### config.mk
export PLATFORM = sky130hd
export DESIGN_NAME = ipsum_fifo_fill_ctrl
export DESIGN_NICKNAME = d
export VERILOG_FILES = /design/src/rtl/ipsum_fifo_fill_ctrl.sv
export SDC_FILE = /design/constraint.sdc
export NUM_CORES = 1
export LEC_CHECK = 0
export BUFFER_PORTS_ARGS = -buffer_cell sky130_fd_sc_hd__buf_4
export CAP_MARGIN = 20
export CELL_PAD_IN_SITES_DETAIL_PLACEMENT = 1
export CELL_PAD_IN_SITES_GLOBAL_PLACEMENT = 1
export CORE_MARGIN = 2
export CORE_UTILIZATION = 43
export CTS_BUF_LIST = sky130_fd_sc_hd__clkbuf_4 sky130_fd_sc_hd__clkbuf_8 sky130_fd_sc_hd__clkbuf_16
export DETAILED_ROUTE_END_ITERATION = 16
export HOLD_SLACK_MARGIN = 0.06
export PLACE_DENSITY_LB_ADDON = 0.1
export SKIP_CTS_REPAIR_TIMING = 1
export SYNTH_ARGS = -nofsm -noshare
export SYNTH_HDL_FRONTEND = slang
export SYNTH_SLANG_ARGS = --single-unit
### constraint.sdc
create_clock -name clk -period 10.5 [get_ports clk]
set_input_delay 2.1 -clock clk [delete_from_list [all_inputs] [get_ports clk]]
set_output_delay 2.1 -clock clk [all_outputs]
set_load 0.02 [all_outputs]
### src/rtl/ipsum_fifo_fill_ctrl.sv
// GLB-to-FIFO reader for input partial sums: fetches halfwords via the shared arbiter
// and pushes them into the ipsum FIFO. Define IPSUM_BURST_READ_EN for full-word bursts.
module ipsum_fifo_fill_ctrl (
  input  logic        clk,
  input  logic        rst_n,
  input  logic        ipsum_fifo_reset_i,
  input  logic        ipsum_need_pop_i,
  input  logic [31:0] ipsum_pop_num_i,
  input  logic [31:0] ipsum_glb_base_addr_i,
  input  logic        ipsum_fifo_mask_i,
  input  logic        ipsum_permit_read_i,
  input  logic [31:0] ipsum_glb_read_data_i,
  input  logic        ipsum_fifo_full_i,
  input  logic        ipsum_fifo_almost_full_i,
  input  logic        ipsum_fifo_empty_i,
  input  logic        pe_array_move_i,
  output logic        ipsum_read_req_o,
  output logic [31:0] ipsum_glb_read_addr_o,
  output logic        ipsum_fifo_push_o,
  output logic [31:0] ipsum_fifo_push_data_o,
  output logic        ipsum_fifo_push_mod_o,
  output logic        ipsum_fifo_pop_o,
  output logic        ipsum_fifo_done_o
);

  // state | meaning
  // IDLE  | waiting for an L2 start, done high
  // FILL  | issuing GLB reads, at most 4 grants in a row
  // REST  | one request-free cycle so other arbiter ports get a slot
  // DONE  | all elements pushed, done high until re-armed
  typedef enum logic [1:0] {S_IDLE, S_FILL, S_REST, S_DONE} state_t;

  state_t      r_state;
  state_t      w_state_nxt;
  logic [31:0] r_num;
  logic [31:0] r_base;
  logic [31:0] r_issue_cnt;
  logic [2:0]  r_grant_cnt;
  logic        r_inflight;
  logic        r_sel_hi;

  logic [31:0] w_read_addr;
  logic [31:0] w_issue_inc;
  logic [15:0] w_half;
  logic        w_req;
  logic        w_grant;
  logic        w_fill_exit;

`ifdef IPSUM_BURST_READ_EN
  logic        r_burst;
  logic        w_burst;
`endif

  assign w_read_addr = r_base + (r_issue_cnt << 1);
  assign w_fill_exit = (r_issue_cnt == r_num) && !r_inflight;

  // Almost-full only blocks when a push is already on its way into that last slot.
  assign w_req = (r_state == S_FILL) && (r_issue_cnt < r_num) && !ipsum_fifo_full_i &&
                 !(r_inflight && ipsum_fifo_almost_full_i) && (r_grant_cnt < 3'd4);
  assign w_grant = w_req && ipsum_permit_read_i;

`ifdef IPSUM_BURST_READ_EN
  assign w_burst     = !w_read_addr[1] && ((r_num - r_issue_cnt) >= 32'd2);
  assign w_issue_inc = w_burst ? 32'd2 : 32'd1;
`else
  assign w_issue_inc = 32'd1;
`endif

  always_ff @(posedge clk) begin
    if (!rst_n) begin
      r_state     <= S_IDLE;
      r_num       <= 32'd0;
      r_base      <= 32'd0;
      r_issue_cnt <= 32'd0;
      r_grant_cnt <= 3'd0;
      r_inflight  <= 1'b0;
      r_sel_hi    <= 1'b0;
`ifdef IPSUM_BURST_READ_EN
      r_burst     <= 1'b0;
`endif
    end else begin
      r_state <= w_state_nxt;
      if (ipsum_fifo_reset_i && (r_state != S_IDLE)) begin
        r_inflight <= 1'b0;
      end else begin
        case (r_state)
          S_IDLE: begin
            r_inflight <= 1'b0;
            if (ipsum_need_pop_i) begin
              r_num       <= ipsum_pop_num_i;
              r_base      <= ipsum_glb_base_addr_i;
              r_issue_cnt <= 32'd0;
              r_grant_cnt <= 3'd0;
            end
          end
          S_FILL: begin
            if (w_grant) begin
              r_issue_cnt <= r_issue_cnt + w_issue_inc;
              r_grant_cnt <= r_grant_cnt + 3'd1;
              r_inflight  <= 1'b1;
              r_sel_hi    <= w_read_addr[1];
`ifdef IPSUM_BURST_READ_EN
              r_burst     <= w_burst;
`endif
            end else begin
              r_inflight <= 1'b0;
            end
          end
          S_REST: begin
            r_grant_cnt <= 3'd0;
            r_inflight  <= 1'b0;
          end
          default: r_inflight <= 1'b0;
        endcase
      end
    end
  end

  always_comb begin
    w_state_nxt = r_state;
    case (r_state)
      S_IDLE: begin
        if (ipsum_need_pop_i) begin
          w_state_nxt = (ipsum_pop_num_i == 32'd0) ? S_DONE : S_FILL;
        end
      end
      S_FILL: begin
        if (w_fill_exit) begin
          w_state_nxt = S_DONE;
        end else if (w_grant && (r_grant_cnt == 3'd3)) begin
          w_state_nxt = S_REST;
        end
      end
      S_REST:  w_state_nxt = w_fill_exit ? S_DONE : S_FILL;
      S_DONE:  w_state_nxt = S_DONE;
      default: w_state_nxt = S_IDLE;
    endcase
    if (ipsum_fifo_reset_i && (r_state != S_IDLE)) begin
      w_state_nxt = S_IDLE;
    end
  end

  assign w_half = r_sel_hi ? ipsum_glb_read_data_i[31:16] : ipsum_glb_read_data_i[15:0];

  assign ipsum_read_req_o      = w_req;
  assign ipsum_glb_read_addr_o = w_read_addr;
  assign ipsum_fifo_push_o     = r_inflight;

`ifdef IPSUM_BURST_READ_EN
  assign ipsum_fifo_push_data_o = !r_inflight ? 32'd0 :
                                  (r_burst ? ipsum_glb_read_data_i : {16'd0, w_half});
  assign ipsum_fifo_push_mod_o  = r_inflight && r_burst;
`else
  assign ipsum_fifo_push_data_o = r_inflight ? {16'd0, w_half} : 32'd0;
  assign ipsum_fifo_push_mod_o  = 1'b0;
`endif

  assign ipsum_fifo_pop_o  = pe_array_move_i && ipsum_fifo_mask_i && !ipsum_fifo_empty_i &&
                             (r_state != S_IDLE);
  assign ipsum_fifo_done_o = (r_state == S_IDLE) || (r_state == S_DONE);

endmodule

**Yosys cells after proc, flatten, opt, wreduce, memory -nomap -nowiden**

Cells that the tools add are included.

- Register bits after elaboration: 103
- Output and inout port bits: 69
- Logic and storage cells: 67

- Equality and inequality tests: 8
- Magnitude comparators: 2
- Muxes and demuxes: 15
- Add/sub/neg operators: 3
- Reduce and logical (&&, ||, !) cells: 29
- Bitwise operators: 3

Operators by type and width:

| kind | number |
|---|---|
| $mux 32 | 2 |
| $pmux 32 s2 | 1 |
| $add 32x1->32 const B | 1 |
| $add 32x32->32 | 1 |
| $eq 32x32->1 | 1 |
| $logic_not 32->1 | 1 |
| $lt 32x32->1 | 1 |
| $mux 16 | 2 |
| $logic_and 1x1->1 | 12 |
| $mux 2 | 5 |
| $pmux 3 s3 | 1 |
| $pmux 2 s4 | 1 |
| $reduce_and 4->1 | 2 |
| $mux 3 | 2 |
| $reduce_and 3->1 | 2 |
| $eq 2x2->1 const B | 2 |
| $logic_not 1->1 | 4 |
| $ne 2x2->1 const B | 2 |
| $reduce_bool 2->1 | 2 |
| $add 3x1->3 const B | 1 |
| $eq 3x2->1 const B | 1 |
| $lt 3x3->1 const B | 1 |
| $ne 3x2->1 const B | 1 |
| $not 1->1 | 3 |
| other kinds (8) | 8 |

**Logic depth before layout (Yosys ltp)**

Gate-level depths: netlist of the first run.

- Depth in word-level cells: 10
- Gate-level depth with buffers: 13
- Mapped depth without buffers: 12

**Worst setup path before layout of the first run**

Ideal clock, no wire load.

- Kind: input port to output port
- From: in ipsum_fifo_full_i
- To: out ipsum_read_req_o
- Path buffers: 0
- Stages on the path: 3
- Path slack: 5.304 ns
- Arrival: 3.096 ns
- Required time: 8.400 ns
- Cells stage by stage: nor4_1 -> o2111ai_1 -> a221oi_1

- Longest elaborated chain between the ends: 4

Ends and longest elaborated chain:

| what | line | source |
|---|---|---|
| from (decl) | 13 | `input logic ipsum_fifo_full_i,` |
| $logic_not 1->1 | 58 | `assign w_req = (r_state == S_FILL) && (r_issue_cnt < r_num) && !ipsum_fifo_full_i &&` |
| $logic_and 1x1->1 (2 in series) | 58 |  |
| $logic_and 1x1->1 | 59 | `!(r_inflight && ipsum_fifo_almost_full_i) && (r_grant_cnt < 3'd4);` |
| to (decl) | 17 | `output logic ipsum_read_req_o,` |

No other way between the ends.

**Worst setup path in the final report of the first run**

- From: reg r_issue_cnt[0]
- To: out ipsum_glb_read_addr_o[31]

- Longest elaborated chain between the ends: 1

Ends and longest elaborated chain:

| what | line | source |
|---|---|---|
| from (decl) | 37 | `logic [31:0] r_issue_cnt;` |
| from (signal assigned) | 98 | `r_issue_cnt <= r_issue_cnt + w_issue_inc;` |
| $add 32x32->32 | 54 | `assign w_read_addr = r_base + (r_issue_cnt << 1);` |
| to (decl) | 18 | `output logic [31:0] ipsum_glb_read_addr_o,` |

No other way between the ends.

==> results.py, run 1 <==
metrics = {
    "global_routing": {
        "grt_pass1_vias": 6781,
        "grt-ovfl-total": 0,
        "grtUsageTotal": 0.242,
        "grt_max_degree": 72,
        "grt_first_pass_wirelength_mm": 34.5,
        "antenna_found_initial": 0,
    },
    "pwr": {
        "powerDensity_nw_per_um2": 143,
        "pwr-share-comb": 0.331,
        "swShare": 0.364,
        "clockPowerShare": 0.305,
        "p_int_uw": 793,
        "vdd_drop_max_v": 0.000168,
        "seqPwrFrac": 0.364,
        "switching_power_uw": 455,
        "power_leakage_uw": 0.00376,
    },
    "sta": {
        "hold_viol": 0,
        "finalSetupTns_ns": 0,
        "fmax_mhz": 171,
        "relSlewSlack": 0.358,
        "hold-worst-slack_ns": 0.457,
        "finalCritPeriodShare": 0.556,
        "rsz0062_at_grt": "no",
        "skew_ns": 0.00811,
        "setup_viol": 0,
        "fin_crit_ns": 5.84,
        "worst_slew_pin_slew_ns": 0.961,
        "slew_viol_final": 0,
    },
    "logic_synthesis": {
        "synth_top_area_share": 0.288,
        "yosysSeqAreaShare": 0.288,
        "synth-edff-count": 0,
        "ys_seq_elements": 103,
        "syn_area_um2": 7150,
        "synth-async-reset-ratio": 0,
        "avgSynthCellArea_um2": 7.90,
        "synth.area.top_cells": "dfxtp_1 29%, ha_1 12%, nand2_1 8.4%",
        "synthCells": 905,
        "synthFlopType": "dfxtp_1",
        "netlist.top_cell.by_area": "dfxtp_1",
        "ys_types": 68,
        "yosysWarnings": 0,
    },
    "clock_network": {
        "insertion_delay_ns": 0.37,
        "root_buffer": "clkbuf_16",
        "cts.sinks": 103,
        "clockBufferDepth": 2,
        "cts_tree": "built",
        "clk_pin_slew_worst_paths_ns": 0.07,
        "htreeDepth": 3,
        "cts_buffers": 9,
    },
    "die": {
        "start_util": 0.436,
        "die_w_um": 133,
        "row_count": 47,
        "core_area_um2": 16400,
        "die-area_um2": 17700,
        "die_height_um": 133,
        "io-pin-count": 175,
    },
    "worst_setup_path": {
        "start_kind": "flip-flop",
        "worstPathArrival_ns": 3.74,
        "cp_max_fo": 7,
        "crit_chain": "ha_1 > inv_1 > fa_1 > nor2b_1 > o2111ai_1 > and3_1 > or4b_1 > nand4b_1 > a211oi_1 > o31ai_1 > a21oi_1 > xnor2_1 > buf_4",
        "rrSetupSlack_ns": 7.13,
        "slowest_stage": "or4b_1",
        "crit_family": "simple AND/OR/NAND/NOR gates",
        "max_stage_delay_ns": 0.60,
        "crit_required_ns": 8.40,
        "crit_buf_inv": 2,
        "crit_type": "flip-flop to output port",
        "end_kind": "output port",
    },
    "cells_and_area": {
        "syn_to_final_growth_pct": 22.1,
        "fin_nets": 1212,
        "drive_gt1_frac": 0.196,
        "fillers": 2058,
        "diodes": 0,
        "utilization": 0.532,
    },
    "routing": {
        "drc": 0,
        "dr.pass1.iters": 4,
        "routed-via-count": 6729,
        "viasPerCell": 5.34,
        "postRouteAntennaNets": 0,
        "wl_mm": 21.1,
        "wl_per_cell_um": 16.8,
        "drt_iter0_drc": 254,
    },
    "place": {
        "hpwlAfterDp_mm": 15.7,
        "io_buffer_count": 157,
        "place_congestion": 0.851,
    },
    "status": {
        "status": "finished, final reports clean",
    },
    "flow_run": {
        "drv_cap": 0,
    },
    "hold_path": {
        "hp-class": "flip-flop to flip-flop",
    },
}
==> layout by cell type, fill, tap and decap left out, types with 9 or more instances in the layout <==
cell type,count
a21o_1,18
xnor2_1,45
nor2b_1,26
buf_4,161
clkbuf_16,9
dfxtp_1,103
inv_1,54
nor4_1,9
nand2_1,159
a21oi_1,102
nand3_1,21
a211oi_1,15
nor2_1,52
o21ai_0,19
a2111oi_2,9
ha_1,69
mux2i_1,17
nand4_1,13
conb_1,17
==> logic make-up (layout without fill, tap and decap cells) <==
kind of cell / Yosys count / after routing / share of synthesized area
AND/OR/NAND/NOR: 333 / 333 / 0.220
AO/OA/AOI/OAI: 216 / 216 / 0.208
buffers and inverters: 112 / 232 / 0.0705
flip-flops: 103 / 103 / 0.288
adder cells (fa/ha/maj): 70 / 70 / 0.123
XOR/XNOR: 52 / 52 / 0.0637
multiplexers: 18 / 18 / 0.0254
other: 1 / 17 / 0.000524
==> final cells by class <==
| cell class | instances | area [µm²] | area share |
|---|---|---|---|
| Multi-Input combinational cell | 706 | 4650 | 0.533 |
| Sequential cell | 103 | 2060 | 0.236 |
| Timing Repair Buffer | 161 | 1210 | 0.138 |
| Tap cell | 220 | 275 | 0.0315 |
| Clock buffer | 10 | 239 | 0.0274 |
| Inverter | 55 | 206 | 0.0236 |
| Clock inverter | 6 | 91.3 | 0.0105 |
==> flip-flops by register name, indices dropped and copies added, names as in the netlist <==
name / cells
r_num: 32
r_issue_cnt: 32
ipsum_fifo_push_o: 1
r_sel_hi: 1
r_base: 32
r_state: 2
r_grant_cnt: 3
==> synthesized netlist by cell type, types with 5 or more instances <==
| cell | n |
|---|---|
| nand2_1 | 160 |
| dfxtp_1 | 103 |
| a21oi_1 | 102 |
| ha_1 | 69 |
| inv_1 | 54 |
| nor2_1 | 52 |
| xnor2_1 | 45 |
| clkbuf_1 | 27 |
| nor2b_1 | 26 |
| nand3_1 | 21 |
| o21ai_0 | 19 |
| a21o_1 | 18 |
| buf_4 | 18 |
| mux2i_1 | 17 |
| a211oi_1 | 15 |
| nand4_1 | 13 |
| a2111oi_2 | 9 |
| nor4_1 | 9 |
| and3_1 | 8 |
| nand2b_1 | 8 |
| buf_1 | 7 |
| nor3_1 | 7 |
| xor2_1 | 7 |
| and2_1 | 5 |
| o2111ai_1 | 5 |
| o31ai_1 | 5 |
==> per-stage QoR <==
stage          cells  setup WS [ns]  area (µm²)  power, µW
2_1_floorplan    921           5.30        7210        735
3_3_place_gp    1245           5.08        8400        870
3_5_place_dp    1245           5.09        8400        877
4_1_cts         1261           4.64        8730       1260
5_1_grt         1261           4.31        8730       1320
6_report        1261           4.66        8730       1250
==> power groups by stage <==
stage / Sequential (µW) / Clock, µW / Combinational, µW
after detailed placement: 463 / 0 / 415
after global routing: 459 / 402 / 459
after global placement: 461 / 0 / 409
after CTS: 454 / 386 / 417
after floorplan: 454 / 0 / 282
final: 454 / 381 / 413
==> final timing paths <==
kind                  startpoint                   endpoint  cells after the start
setup / recovery  r_issue_cnt[0]  ipsum_glb_read_addr_o[31]                     13
hold / removal          r_num[6]                   r_num[6]                      2
setup reg to reg  r_issue_cnt[9]             r_issue_cnt[9]                     10
hold reg to reg         r_num[6]                   r_num[6]                      2
==> metal layers <==
metal | up-vias | wire [µm] | global-route usage
met5 | - | 0 | 0
met1 | 3187 | 9650 | 0.313
li1 | 3395 | - | -
met2 | 126 | 10300 | 0.419
met4 | 0 | 221 | 0.0424
met3 | 21 | 985 | 0.0525
==> worst register-to-register path: cells and delay by family, from the launching register on <==
| kind | cells | cell delay [ns] |
|---|---|---|
| flops | 1 | 0.52 |
| mux | 1 | 0.37 |
| simple gates | 1 | 0.39 |
| fa+ha+maj | 1 | 0.31 |
| compound gates | 7 | 1.67 |
Power figures use the tool's default switching activity.
==> run 2, diff against run 1 <==
- CORE_UTILIZATION: 43 -> 40
- clock period: 10.5 -> 5.95 ns (I/O delays scaled with it)
==> run 2 against run 1 <==
Net effect: wire length is 0.18% higher; first-iteration DRC count is 7.5% higher; cell count up 0.48%; clock power rose by 63%; hold slack gained 0.0012 ns; combinational power up 79%; sequential power rose by 76%; critical endpoint unchanged.
==> results.py, run 2 (synthesized netlist as in run 1, its figures left out) <==
metrics = {
    "worst_setup_path": {
        "crit_family": "simple AND/OR/NAND/NOR gates",
        "start_kind": "flip-flop",
        "crit_required_ns": 4.76,
        "rrSetupSlack_ns": 2.59,
        "cp.depth": 12,
        "worstPathArrival_ns": 3.68,
        "rr_endpoint": "r_issue_cnt[9]",
        "crit_type": "flip-flop to output port",
        "ff2ff_path_depth": 10,
        "crit_buf_inv": 2,
        "slowest_stage": "or4b_1",
        "rr_startpoint": "r_issue_cnt[9]",
        "end_kind": "output port",
        "crit_chain": "inv_1 > fa_1 > nor2b_1 > o2111ai_1 > and3_1 > or4b_1 > nand4b_1 > a211oi_1 > o31ai_1 > a21oi_1 > xnor2_1 > buf_4",
        "cp-startpoint": "r_issue_cnt[1]",
        "max_stage_delay_ns": 0.59,
        "cp_max_fo": 9,
    },
    "hold_path": {
        "hp-class": "flip-flop to flip-flop",
        "min_to": "r_num[13]",
        "holdPathStages": 2,
        "worstHoldStart": "r_num[13]",
    },
    "routing": {
        "routed-via-count": 6796,
        "drt_iter0_drc": 273,
        "viasPerCell": 5.36,
        "postRouteAntennaNets": 0,
        "wl_mm": 21.2,
        "dr.pass1.iters": 4,
        "drc": 0,
        "wl_per_cell_um": 16.7,
    },
    "global_routing": {
        "grt-ovfl-total": 0,
        "grt_first_pass_wirelength_mm": 34.0,
        "grtUsageTotal": 0.226,
        "antenna_found_initial": 0,
        "grt_max_degree": 72,
        "grt_pass1_vias": 6814,
    },
    "pwr": {
        "power_leakage_uw": 0.00377,
        "seqPwrFrac": 0.370,
        "swShare": 0.367,
        "switching_power_uw": 794,
        "vdd_drop_max_v": 0.000260,
        "powerDensity_nw_per_um2": 248,
        "pwr-share-comb": 0.342,
        "clockPowerShare": 0.288,
        "p_int_uw": 1370,
    },
    "cells_and_area": {
        "top_regs": "r_base x32, r_issue_cnt x32, r_num x32",
        "diodes": 0,
        "drive_gt1_frac": 0.197,
        "final_common_cell": "buf_4",
        "fillers": 2197,
        "final_cell_mix": "161 x buf_4, 159 x nand2_1, 103 x dfxtp_1",
        "fin_nets": 1213,
        "syn_to_final_growth_pct": 22.1,
    },
    "clock_network": {
        "htreeDepth": 3,
        "clockBufferDepth": 2,
        "cts.sinks": 103,
        "clk_pin_slew_worst_paths_ns": 0.07,
        "cts_tree": "built",
        "cts_buffers": 9,
        "insertion_delay_ns": 0.35,
        "root_buffer": "clkbuf_16",
    },
    "place": {
        "io_buffer_count": 157,
        "hpwlAfterDp_mm": 15.9,
        "place_congestion": 0.807,
    },
    "sta": {
        "finalCritPeriodShare": 0.818,
        "slew_viol_final": 0,
        "hold_viol": 0,
        "skew_ns": 0.0100,
        "rsz0062_at_grt": "no",
        "finalSetupTns_ns": 0,
        "fmax_mhz": 206,
        "fin_crit_ns": 4.87,
        "setup_viol": 0,
        "hold-worst-slack_ns": 0.458,
        "worst_slew_pin_slew_ns": 0.987,
        "relSlewSlack": 0.340,
    },
    "die": {
        "start_util": 0.411,
        "die_w_um": 138,
        "io-pin-count": 175,
        "die-area_um2": 19000,
        "core_area_um2": 17400,
        "row_count": 48,
        "die_height_um": 138,
    },
    "flow_run": {
        "drv_cap": 0,
    },
    "status": {
        "status": "finished, final reports clean",
    },
}
## run 2: cell type report
cell class / count / area (µm²) / area share
Tap cell: 225 / 282 / 0.0322
Clock inverter: 5 / 56.3 / 0.00645
Clock buffer: 11 / 253 / 0.0289
Multi-Input combinational cell: 706 / 4650 / 0.533
Sequential cell: 103 / 2060 / 0.236
Timing Repair Buffer: 162 / 1220 / 0.140
Inverter: 55 / 206 / 0.0236
## run 2: worst max-delay path by stage
| stage | slack, ns | endpoint |
|---|---|---|
| finish | 1.08 | ipsum_glb_read_addr_o[31] |
| global route | 0.82 | ipsum_glb_read_addr_o[31] |
| CTS | 1.04 | ipsum_glb_read_addr_o[31] |
| detailed placement | 1.46 | ipsum_glb_read_addr_o[31] |
| global placement | 1.48 | ipsum_glb_read_addr_o[31] |
| floorplan | 1.84 | ipsum_glb_read_addr_o[31] |
## run 2: worst min-delay path, stage by stage (launching register included)
cell and delay (ns):
dfxtp_1 0.31, nand2_1 0.05, a21oi_1 0.05
## run 2: stage by stage
step	worst slack, ns	instances	cell area [µm²]	power [µW]	util
6_report	1.08	1267	8730	2160	0.501
5_1_grt	0.823	1267	8730	2300	0.501
4_1_cts	1.04	1266	8720	2190	0.501
3_5_place_dp	1.46	1250	8410	1560	0.483
3_3_place_gp	1.48	1250	8410	1540	0.483
2_1_floorplan	1.84	921	7210	1300	-
## run 2: per-layer routing
layer  routed length, µm  vias up  GRT usage
met5                   0        -          0
met4                 167        0     0.0363
met3                 864       11     0.0419
met2               10200      141      0.390
met1                9890     3250      0.300
li1                    -     3394          -
## run 2: power by group through the flow
stage                     registers [µW]  logic (µW)  clock network, µW
after floorplan                      801         497                  0
after detailed placement             817         740                  0
after CTS                            801         743                641
final                                801         741                622
after global placement               814         730                  0
after global routing                 809         822                666
